==> config.mk <==
export PLATFORM = sky130hd
export DESIGN_NAME = mips_mem
export DESIGN_NICKNAME = d
export VERILOG_FILES = /design/src/rtl/mips_mem.sv
export SDC_FILE = /design/constraint.sdc
export NUM_CORES = 1
export LEC_CHECK = 0
export ABC_CLOCK_PERIOD_IN_PS = 3400
export BUFFER_PORTS_ARGS = -buffer_cell sky130_fd_sc_hd__buf_2
export CAP_MARGIN = 20
export CORE_ASPECT_RATIO = 1.1
export CORE_UTILIZATION = 57
export DETAILED_ROUTE_END_ITERATION = 8
export PLACE_DENSITY_LB_ADDON = 0.2
export SYNTH_ARGS = -nofsm -noshare
export SYNTH_HDL_FRONTEND = slang
export SYNTH_SLANG_ARGS = --single-unit
export TNS_END_PERCENT = 1
==> constraint.sdc <==
create_clock -name clock -period 3.4 [get_ports clock]
set_input_delay 1.02 -clock clock [delete_from_list [all_inputs] [get_ports clock]]
set_output_delay 1.02 -clock clock [all_outputs]
set_load 0.05 [all_outputs]
==> src/rtl/mips_mem.sv <==
// mips_mem: memory-access stage of a MIPS I pipeline.
// Passes ALU results through to write-back, performs aligned byte/half/word
// loads and stores over a request/acknowledge bus, aligns and extends load
// data, and raises a one-cycle address-error pulse for misaligned accesses.
//
// Handshakes:
//   Upstream: a result transfers on a rising clock edge where
//     in_valid & in_ready are both 1. in_ready depends combinationally on
//     bus_ack, so a new op can be taken in the same cycle a transaction
//     completes.
//   Bus: bus_req is held with bus_we/bus_addr/bus_be/bus_wdata stable until
//     a cycle with bus_ack = 1. bus_ack while no request is outstanding is
//     ignored.
//
// Write-back ordering: a read completing in the same cycle that a
// pass-through op is accepted produces two results for one write-back port.
// The older (load) result goes out first and the pass-through result waits
// one cycle in a single-entry skid register. One entry is enough because a
// load acceptance always leaves a cycle with no new write-back, which drains
// the skid before the next read can complete.
module mips_mem #(
  parameter bit BIG_ENDIAN = 1'b0
) (
  input  logic        clock,
  input  logic        reset_n,
  input  logic        in_valid,
  output logic        in_ready,
  input  logic [1:0]  in_kind,
  input  logic [1:0]  in_size,
  input  logic        in_unsigned,
  input  logic [31:0] in_D,
  input  logic [31:0] in_T,
  input  logic [4:0]  in_rd,
  output logic        bus_req,
  output logic        bus_we,
  output logic [29:0] bus_addr,
  output logic [3:0]  bus_be,
  output logic [31:0] bus_wdata,
  input  logic        bus_ack,
  input  logic [31:0] bus_rdata,
  output logic        wb_valid,
  output logic [4:0]  wb_rd,
  output logic [31:0] wb_data,
  output logic        ae,
  output logic        ae_store,
  output logic [31:0] ae_va,
  output logic        state_dbg
);

  typedef enum logic {
    IDLE = 1'b0,
    BUS  = 1'b1
  } state_t;

  state_t state;

  // Context of the outstanding transaction, needed to align read data.
  logic [4:0] p_rd;
  logic [1:0] p_size;
  logic       p_uns;
  logic [1:0] p_off;

  // Single-entry write-back skid.
  logic        skid_v;
  logic [4:0]  skid_rd;
  logic [31:0] skid_data;

  logic        ack_now;
  logic        accept;
  logic        is_mem;
  logic        misaligned;
  logic        pt_wb;
  logic        ld_wb;
  logic [3:0]  be_le;
  logic [3:0]  be_new;
  logic [31:0] wdata_new;
  logic [1:0]  lane;
  logic        hsel;
  logic [7:0]  ld_byte;
  logic [15:0] ld_half;
  logic [31:0] ld_data;
  logic        first_v;
  logic [4:0]  first_rd;
  logic [31:0] first_data;
  logic        second_v;
  logic [4:0]  second_rd;
  logic [31:0] second_data;

  assign ack_now    = (state == BUS) & bus_ack;
  assign in_ready   = (state == IDLE) | ack_now;
  assign accept     = in_valid & in_ready;
  assign is_mem     = (in_kind == 2'b01) | (in_kind == 2'b10);
  assign misaligned = ((in_size == 2'b01) & in_D[0]) |
                      (in_size[1] & (in_D[1:0] != 2'b00));
  assign pt_wb      = accept & ~is_mem & (in_rd != 5'd0);
  assign ld_wb      = ack_now & ~bus_we & (p_rd != 5'd0);
  assign state_dbg  = state;

  // Byte enables and replicated write data for the op being accepted.
  always_comb begin
    be_le     = 4'b1111;
    wdata_new = in_T;
    case (in_size)
      2'b00: begin
        be_le     = 4'b0001 << in_D[1:0];
        wdata_new = {4{in_T[7:0]}};
      end
      2'b01: begin
        be_le     = in_D[1] ? 4'b1100 : 4'b0011;
        wdata_new = {2{in_T[15:0]}};
      end
      default: begin
        be_le     = 4'b1111;
        wdata_new = in_T;
      end
    endcase
    be_new = BIG_ENDIAN ? {be_le[0], be_le[1], be_le[2], be_le[3]} : be_le;
  end

  // Lane selection and sign/zero extension of returning read data.
  always_comb begin
    lane    = BIG_ENDIAN ? ~p_off : p_off;
    hsel    = BIG_ENDIAN ? ~p_off[1] : p_off[1];
    ld_byte = bus_rdata[{lane, 3'b000} +: 8];
    ld_half = hsel ? bus_rdata[31:16] : bus_rdata[15:0];
    case (p_size)
      2'b00:   ld_data = {{24{ld_byte[7] & ~p_uns}}, ld_byte};
      2'b01:   ld_data = {{16{ld_half[15] & ~p_uns}}, ld_half};
      default: ld_data = bus_rdata;
    endcase
  end

  // Order this cycle's write-back candidates: skid, then load, then pass-through.
  always_comb begin
    first_v     = 1'b0;
    first_rd    = 5'd0;
    first_data  = 32'd0;
    second_v    = 1'b0;
    second_rd   = 5'd0;
    second_data = 32'd0;
    if (skid_v) begin
      first_v    = 1'b1;
      first_rd   = skid_rd;
      first_data = skid_data;
      if (ld_wb) begin
        second_v    = 1'b1;
        second_rd   = p_rd;
        second_data = ld_data;
      end else if (pt_wb) begin
        second_v    = 1'b1;
        second_rd   = in_rd;
        second_data = in_D;
      end
    end else if (ld_wb) begin
      first_v    = 1'b1;
      first_rd   = p_rd;
      first_data = ld_data;
      if (pt_wb) begin
        second_v    = 1'b1;
        second_rd   = in_rd;
        second_data = in_D;
      end
    end else if (pt_wb) begin
      first_v    = 1'b1;
      first_rd   = in_rd;
      first_data = in_D;
    end
  end

  // Control FSM: launches bus transactions and flags address errors.
  always_ff @(posedge clock or negedge reset_n) begin
    if (!reset_n) begin
      state     <= IDLE;
      bus_req   <= 1'b0;
      bus_we    <= 1'b0;
      bus_addr  <= 30'd0;
      bus_be    <= 4'd0;
      bus_wdata <= 32'd0;
      ae        <= 1'b0;
      ae_store  <= 1'b0;
      ae_va     <= 32'd0;
      p_rd      <= 5'd0;
      p_size    <= 2'd0;
      p_uns     <= 1'b0;
      p_off     <= 2'd0;
    end else begin
      ae <= 1'b0;
      if (ack_now) begin
        state   <= IDLE;
        bus_req <= 1'b0;
      end
      if (accept && is_mem) begin
        if (misaligned) begin
          ae       <= 1'b1;
          ae_store <= (in_kind == 2'b10);
          ae_va    <= in_D;
          state    <= IDLE;
          bus_req  <= 1'b0;
        end else begin
          state     <= BUS;
          bus_req   <= 1'b1;
          bus_we    <= (in_kind == 2'b10);
          bus_addr  <= in_D[31:2];
          bus_be    <= be_new;
          bus_wdata <= wdata_new;
          p_rd      <= in_rd;
          p_size    <= in_size;
          p_uns     <= in_unsigned;
          p_off     <= in_D[1:0];
        end
      end
    end
  end

  // Write-back port and skid register.
  always_ff @(posedge clock or negedge reset_n) begin
    if (!reset_n) begin
      wb_valid  <= 1'b0;
      wb_rd     <= 5'd0;
      wb_data   <= 32'd0;
      skid_v    <= 1'b0;
      skid_rd   <= 5'd0;
      skid_data <= 32'd0;
    end else begin
      wb_valid <= first_v;
      if (first_v) begin
        wb_rd   <= first_rd;
        wb_data <= first_data;
      end
      skid_v <= second_v;
      if (second_v) begin
        skid_rd   <= second_rd;
        skid_data <= second_data;
      end
    end
  end

endmodule
# After elaboration in Yosys (flattened, before gate mapping)
# Cells that the tools add are included.
# op_classes
n_bitwise	18
n_mux	25
reduce_logical	9
shift	2
n_eq_ne	4
# op_table
operator	n
2-to-1 mux 32 bit	5
case mux 32 bit (2 select lines)	2
indexed part select 32 x 6 -> 8 bit	1
2-to-1 mux 5 bit	5
2-to-1 mux 16 bit	1
bitwise AND 1 bit	10
2-to-1 mux 1 bit	10
nonzero test 5 bit	2
case mux 4 bit (2 select lines)	1
== test 2 x 1 -> 1 bit, second input constant	3
NOT 1 bit	5
zero test 2 bit	2
2-to-1 mux 4 bit	1
AND reduction 2 bit	2
nonzero test 2 bit	2
<< shifter 1 x 2 -> 4 bit, first input constant	1
bitwise OR 1 bit	3
== test 2 bit, second input constant	1
logical AND 1 bit	1
# totals
ff_bits	188
output_inout_bits	142
word_cells	76
input_bits	110

# Depth between registers and ports, before layout
# Gate-level depths: netlist of run 1.
# logic_depth
depth_word	8
depth_mapped	8
depth_no_buf	6

# Worst setup path before layout of run 1
# OpenSTA, ideal clock, no wires.
# synth_timing
path_kind	input port to flip-flop
from	input port bus_ack
to	register skid_data[21]
required_time_ns	3.306
n_path_buf	2
setup_slack_ns	0.567
setup_ns	0.094
cell_stages	7
t_arrival_ns	2.739
cell_sequence	nand2b_1 -> and3_1 -> buf_2 -> a31oi_4 -> clkbuf_1 -> o21ai_0 -> a211oi_1
# synth_via
elab_chain_cells	8
elab_cells_between_ends	15
classes_between	mux: 8; bitwise: 7
# synth_rtl
item	line	source
from (decl)	39	input logic bus_ack,
bitwise AND 1 bit (*)	89	assign ack_now = (state == BUS) & bus_ack;
bitwise OR 1 bit	90	assign in_ready = (state == IDLE) | ack_now;
bitwise AND 1 bit	91	assign accept = in_valid & in_ready;
bitwise AND 1 bit (2 in series)	95	assign pt_wb = accept & ~is_mem & (in_rd != 5'd0);
2-to-1 mux 32 bit / 2-to-1 mux 1 bit (equally long branches)	149, 158	
2-to-1 mux 32 bit, or another cell as far along	154	end else if (ld_wb) begin
2-to-1 mux 32 bit / 2-to-1 mux 1 bit (equally long branches)	141	if (skid_v) begin
to (signal assigned)	233	skid_data <= second_data;
to (decl)	66	logic [31:0] skid_data;
# Mark *: on every way between the ends. The rest lies on a longest branch, timed or not.
# A chain may end at the register's enable or synchronous reset.

# Worst setup path after layout of run 1
# layout_timing
from	input port bus_ack
to	output port in_ready
# layout_via
elab_chain_cells	2
# layout_rtl
item	line	source
bitwise AND 1 bit	89	
bitwise OR 1 bit	90	
to (decl)	27	output logic in_ready,
# No other way between the ends.

==> flow_metrics.tcl, run 1 <==
set metrics [dict create \
    cts_root_buf "clkbuf_16" \
    nets 1198 \
    yosysSeqAreaShare 0.510 \
    worst-setup-path-type "in2out" \
    synth_cell_types 59 \
    grt_overflow 0 \
    p_int_mw 5.39 \
    gp_congestion 0.831 \
    ant_nets 0 \
    hp-class "reg2reg" \
    clkTransAtPathRegs_ns 0.06 \
    io_pins 252 \
    outcome "finished, final reports clean" \
    seq_power_share 0.360 \
    synth-seq-cells 188 \
    cts_buffers 17 \
    clock_latency_ns 0.44 \
    powerDensity_nw_per_um2 848 \
    antenna_found_initial 1 \
    cp_cell_sequence "buf_2 > nand2b_1 > buf_2" \
    core_region_area_sq_um 15700 \
    rsz0062_at_grt "no" \
    worstMarginPinSlew_ns 1.02 \
    period_needed_ns 2.68 \
    ys.flop_type "dfrtp_1" \
    grt_max_degree 108 \
    wl_um 25800 \
    num_rows 48 \
    num-fill-cells 1170 \
    firstDrtPassIters 6 \
    pwr-share-clk 0.214 \
    vias 8074 \
    critical_path_required_ns 2.38 \
    post-dp-hpwl_um 18000 \
    finalCritPeriodShare 0.789 \
    cts_tree "yes" \
    cp-end-kind "output pin" \
    setup_viol 0 \
    crit_slowest_cell "buf_2" \
    critPathTopFamily "buffers and inverters" \
    hold_viol 0 \
    timing.fmax_mhz 373 \
    syn_nets 965 \
    arrival_ns 1.66 \
    utilization 0.722 \
    synth_area_sq_um 9230 \
    grtUsageTotal 0.319 \
    cts_resized 0 \
    start_util 0.587 \
    ctsHoldBuffers 0 \
    grt_pass1_wl_um 40500 \
    syn_inst 854 \
    syn_to_final_growth_pct 23.0 \
    cts.path.max_buffers 2 \
    drtIter0Drc 740 \
    htreeDepth 4 \
    die_x_um 123 \
    syn_area_per_cell_sq_um 10.8 \
    yosysWarningCount 0 \
    die_h_um 135 \
    drive_gt1_frac 0.386 \
    vias_per_cell 6.20 \
    comb_power_share 0.426 \
    crit_buf_inv 2 \
    drc 0 \
    p_switching_mw 4.24 \
    port-buffer-count 251 \
    tns_ns 0 \
    slowest_delay_ns 0.31 \
    ir_drop_mv 0.473 \
    final_cell_mix "buf_2 (250), dfrtp_1 (187), mux2_2 (81)" \
    startpoint_type "input port" \
    switching_share 0.440 \
    grt_pass1_vias 7718 \
    final_common_cell "buf_2" \
    die_area_sq_um 16700 \
    leakage_nw 5.35 \
    multi_input_area_sq_um 4100 \
    max_slew_margin 0.319 \
    slew_violations 0 \
    clock_skew_ns 0.00556 \
    synth-edff-count 0 \
    async_flop_share 1.00 \
    cts_setup_buffers 0 \
    crit_fanout 6 \
    critPathMostFrequentCell "buf_2" \
    clock_sinks 188 \
    seq_area_sq_um 4710 \
    avgRoutedWirePerCell_um 19.8 \
    cap_viol_max_count 0 \
]
-- final timing paths --
check	startpoint	end	slack (ns)	cells past startpoint
max reg2reg	lane[1]$_DFFE_PN0P_	wb_data[21]$_DFFE_PN0P_	0.87	6
min in group asynchronous	reset_n	bus_addr[21]$_DFFE_PN0P_	0.56	1
min reg2reg	bus_wdata[20]$_DFFE_PN0P_	bus_wdata[20]$_DFFE_PN0P_	0.48	2
max	bus_ack	in_ready	0.72	3
min	bus_wdata[20]$_DFFE_PN0P_	bus_wdata[20]$_DFFE_PN0P_	0.48	2
max in group asynchronous	reset_n	ae_va[9]$_DFFE_PN0P_	2.08	2
-- power by group through the flow --
stage	Combinational (mW)	Sequential [mW]	Clock, mW
6_report	4.10	3.46	2.06
5_1_grt	4.34	3.56	2.18
4_1_cts	4.12	3.46	2.09
3_5_place_dp	4.10	3.49	0
3_3_place_gp	4.04	3.46	0
2_1_floorplan	1.30	5.21	0
-- cell type report --
type / count / share of cell area
clock inverters: 11 / 0.0123
clock buffers: 21 / 0.0414
flip-flops and latches: 188 / 0.415
well taps: 200 / 0.0220
multi-input cells: 561 / 0.361
repair buffers: 283 / 0.136
diodes: 2 / 0.000441
inverters: 36 / 0.0119
-- stage by stage --
stage / setup WS [ns] / hold WS, ns / instances / power (mW) / instance area (sq um)
after global placement: 0.483 / 0.458 / 1268 / 7.49 / 10700
after global routing: 0.680 / 0.495 / 1301 / 10.1 / 11400
after detailed placement: 0.395 / 0.465 / 1268 / 7.59 / 10700
final: 0.717 / 0.477 / 1302 / 9.63 / 11400
after floorplan: 0.567 / 0.450 / 854 / 6.51 / 9230
after CTS: 0.714 / 0.480 / 1300 / 9.67 / 11400
-- state kept, by name (all words and copies together), names as in the netlist, 5 cells and up --
| register | cells |
|---|---|
| skid_rd | 5 |
| bus_wdata | 32 |
| ae_va | 32 |
| wb_data | 32 |
| bus_addr | 30 |
| skid_data | 32 |
| wb_rd | 5 |
| p_rd | 5 |
-- worst min-delay path, stage by stage, from the launching register on --
cell     delay, ns
dfrtp_1       0.34
nand2_1       0.04
o21ai_0       0.06
-- per-layer routing --
layer	GRT usage	vias to the layer above	wire length [um]
met4	0.134	0	782
li1	-	3662	-
met5	0	-	0
met2	0.490	459	12100
met3	0.0846	57	2440
met1	0.426	3896	10500
-- Yosys cell counts (all sizes together) (3+ instances only) --
master     n  share of area
nand2b     3         0.0020
a311oi    16          0.015
nor3      69          0.039
buf       26          0.016
inv       36          0.015
mux2i     31          0.034
a2bb2oi    7         0.0066
a222oi     7         0.0076
o22a       8         0.0076
o22ai     22          0.015
a211oi    23          0.019
dfrtp    188           0.51
a21o       3         0.0024
nor2b      3         0.0020
a221oi    16          0.023
a22o       8         0.0076
o32ai     12          0.011
o31ai     15          0.013
nand3      6         0.0033
and3      17          0.012
mux2      83           0.10
nor2      33          0.014
or3        7         0.0047
a21oi     29          0.016
nand2     54          0.022
clkbuf    43          0.017
o21ai     60          0.035
nand4      5         0.0034
-- cell families after synthesis --
logic type | count (synthesis) | share of synthesized area
compound gates | 235 | 0.190
xor+xnor | 1 | 0.000949
fa+ha+maj | 1 | 0.00136
buf+inv | 105 | 0.0480
flops | 188 | 0.510
mux | 115 | 0.137
simple gates | 209 | 0.113
Power figures use the tool's default switching activity.
==> run 2, diff against run 1 <==
ABC_CLOCK_PERIOD_IN_PS = 2150   (was 3400)
CORE_UTILIZATION = 48   (was 57)
clock period = 2.15 ns   (was 3.4 ns; I/O delays follow)
==> flow_metrics.tcl, run 2 (same netlist as run 1, synthesis figures left out) <==
set metrics [dict create \
    utilization 0.650 \
    antenna_found_initial 2 \
    slew_violations 0 \
    port-buffer-count 251 \
    powerDensity_nw_per_um2 1280 \
    vias_per_cell 5.89 \
    worstMarginPinSlew_ns 0.551 \
    outcome "finished, final reports clean" \
    num_rows 52 \
    slowest_delay_ns 0.57 \
    cap_viol_max_count 0 \
    finalInstanceArea_sq_um 12100 \
    clock_skew_ns 0.00928 \
    die_area_sq_um 19800 \
    gp_congestion 0.873 \
    grt_pass1_wl_um 44500 \
    wl_met1_um 11700 \
    avgRoutedWirePerCell_um 20.5 \
    setup_viol 0 \
    hp-class "in2async" \
    drive_gt1_frac 0.430 \
    crit_fanout 16 \
    r2r_start "p_rd[1]$_DFFE_PN0P_" \
    grtUsageTotal 0.294 \
    max_slew_margin 0.632 \
    post-dp-hpwl_um 20400 \
    ir_drop_mv 0.717 \
    worst-setup-path-type "reg2reg" \
    drc 0 \
    htreeDepth 4 \
    cts_root_buf "clkbuf_16" \
    cts.path.max_buffers 2 \
    startpoint_type "flip-flop" \
    finalCritPeriodShare 0.980 \
    clkTransAtPathRegs_ns 0.07 \
    grt_overflow 0 \
    dr_wl_met2_um 14000 \
    core_region_area_sq_um 18600 \
    start_util 0.496 \
    io_pins 252 \
    placed_area_sq_um 11300 \
    cts_buffers 17 \
    setup.worst_path.end "skid_data[25]$_DFFE_PN0P_" \
    critical_path_required_ns 2.45 \
    hold_viol 0 \
    ctsHoldBuffers 0 \
    final_common_cell "buf_2" \
    clock_latency_ns 0.44 \
    reg2reg_slack_ns 0.04 \
    timing.fmax_mhz 475 \
    drtIter0Drc 633 \
    vias 8234 \
    rr_endpoint "skid_data[25]$_DFFE_PN0P_" \
    cp-end-kind "flip-flop" \
    critPathLaunch "p_rd[1]$_DFFE_PN0P_" \
    wl_um 28700 \
    crit_slowest_cell "or4_4" \
    ant_nets 0 \
    leakage_nw 5.69 \
    period_needed_ns 2.11 \
    cts_tree "yes" \
    nets 1251 \
    syn_to_final_growth_pct 31.1 \
    met3_length_um 2020 \
    grt_max_degree 54 \
    cp_cell_sequence "or4_4 > o21ai_4 > a2111oi_4 > buf_12 > a311oi_1 > a211oi_1" \
    rsz0062_at_grt "yes" \
    worstRegToRegCells 6 \
    arrival_ns 2.41 \
    firstDrtPassIters 8 \
    final_cell_mix "buf_2 (250), dfrtp_1 (185), mux2_2 (81)" \
    clock_sinks 188 \
    die_h_um 147 \
    grt_pass1_vias 8106 \
    die_x_um 134 \
    maxUsedRoutingLayer "met4" \
]
-- run 2: cell types whose count changed in the layout (fill, tap and decap cells not counted), sizes merged --
cell / change
clkbuf: -3
diode: +1
clkinvlp: +1
inv: +6
clkinv: -2
bufinv: -2
bufbuf: +1
buf: +52
-- run 2: per-stage QoR --
stage | setup TNS [ns] | hold WS, ns | power, mW | setup slack (ns) | instances
2_1_floorplan | -2.77 | 0.349 | 10.3 | -0.0326 | 854
6_report | 0 | 0.158 | 15.5 | 0.0436 | 1399
4_1_cts | 0 | 0.183 | 15.5 | 0.0177 | 1394
3_3_place_gp | -28.51 | 0.457 | 12.1 | -0.544 | 1360
3_5_place_dp | -32.76 | 0.470 | 12.3 | -0.566 | 1360
5_1_grt | -0.374 | 0.177 | 16.3 | -0.0557 | 1398
-- run 2: critical path, delay by kind of cell (launching register included) --
family	cells	cell delay (ns)
buffers and inverters	1	0.17
AND/OR/NAND/NOR	1	0.57
AO/OA/AOI/OAI	4	0.83
flip-flops	1	0.39
-- run 2: cell type report --
type / count / area (sq um)
multi-input combinational: 561 / 4220
timing repair buffer: 336 / 2130
fill: 1522 / 6510
clock buffer: 18 / 439
inverter: 36 / 135
tap: 243 / 304
antenna: 3 / 7.51
clock inverter: 14 / 150
sequential: 188 / 4710
-- run 2: worst min path at each step --
| stage | to | cells after the start |
|---|---|---|
| 2_1_floorplan | ae$_DFF_PN0_ | 0 |
| 3_3_place_gp | bus_wdata[14]$_DFFE_PN0P_ | 2 |
| 3_5_place_dp | bus_wdata[29]$_DFFE_PN0P_ | 2 |
| 4_1_cts | wb_data[13]$_DFFE_PN0P_ | 1 |
| 5_1_grt | wb_data[13]$_DFFE_PN0P_ | 1 |
| 6_report | wb_data[13]$_DFFE_PN0P_ | 1 |
-- run 2: metal layers --
| layer | vias to the layer above | GRT usage |
|---|---|---|
| li1 | 3789 | - |
| met1 | 4003 | 0.375 |
| met2 | 379 | 0.480 |
| met3 | 63 | 0.0652 |
| met4 | 0 | 0.129 |
| met5 | - | 0 |
-- run 2: what timing repair did --
| item | CTS | global route |
|---|---|---|
| buffers inserted | 1 | 2 |
| setup endpoints to repair | 61 | 50 |
| resized for setup | 5 | 19 |
| cloned | 1 | 0 |
| hold endpoints to repair | 0 | 0 |
| pin swaps | 1 | 1 |
-- run 2: power by group --
group          leakage [nW]  internal, mW  switching [mW]
combinational          3.17          2.13            4.81
sequential             2.24          4.74           0.673
clock                 0.285          1.67            1.51
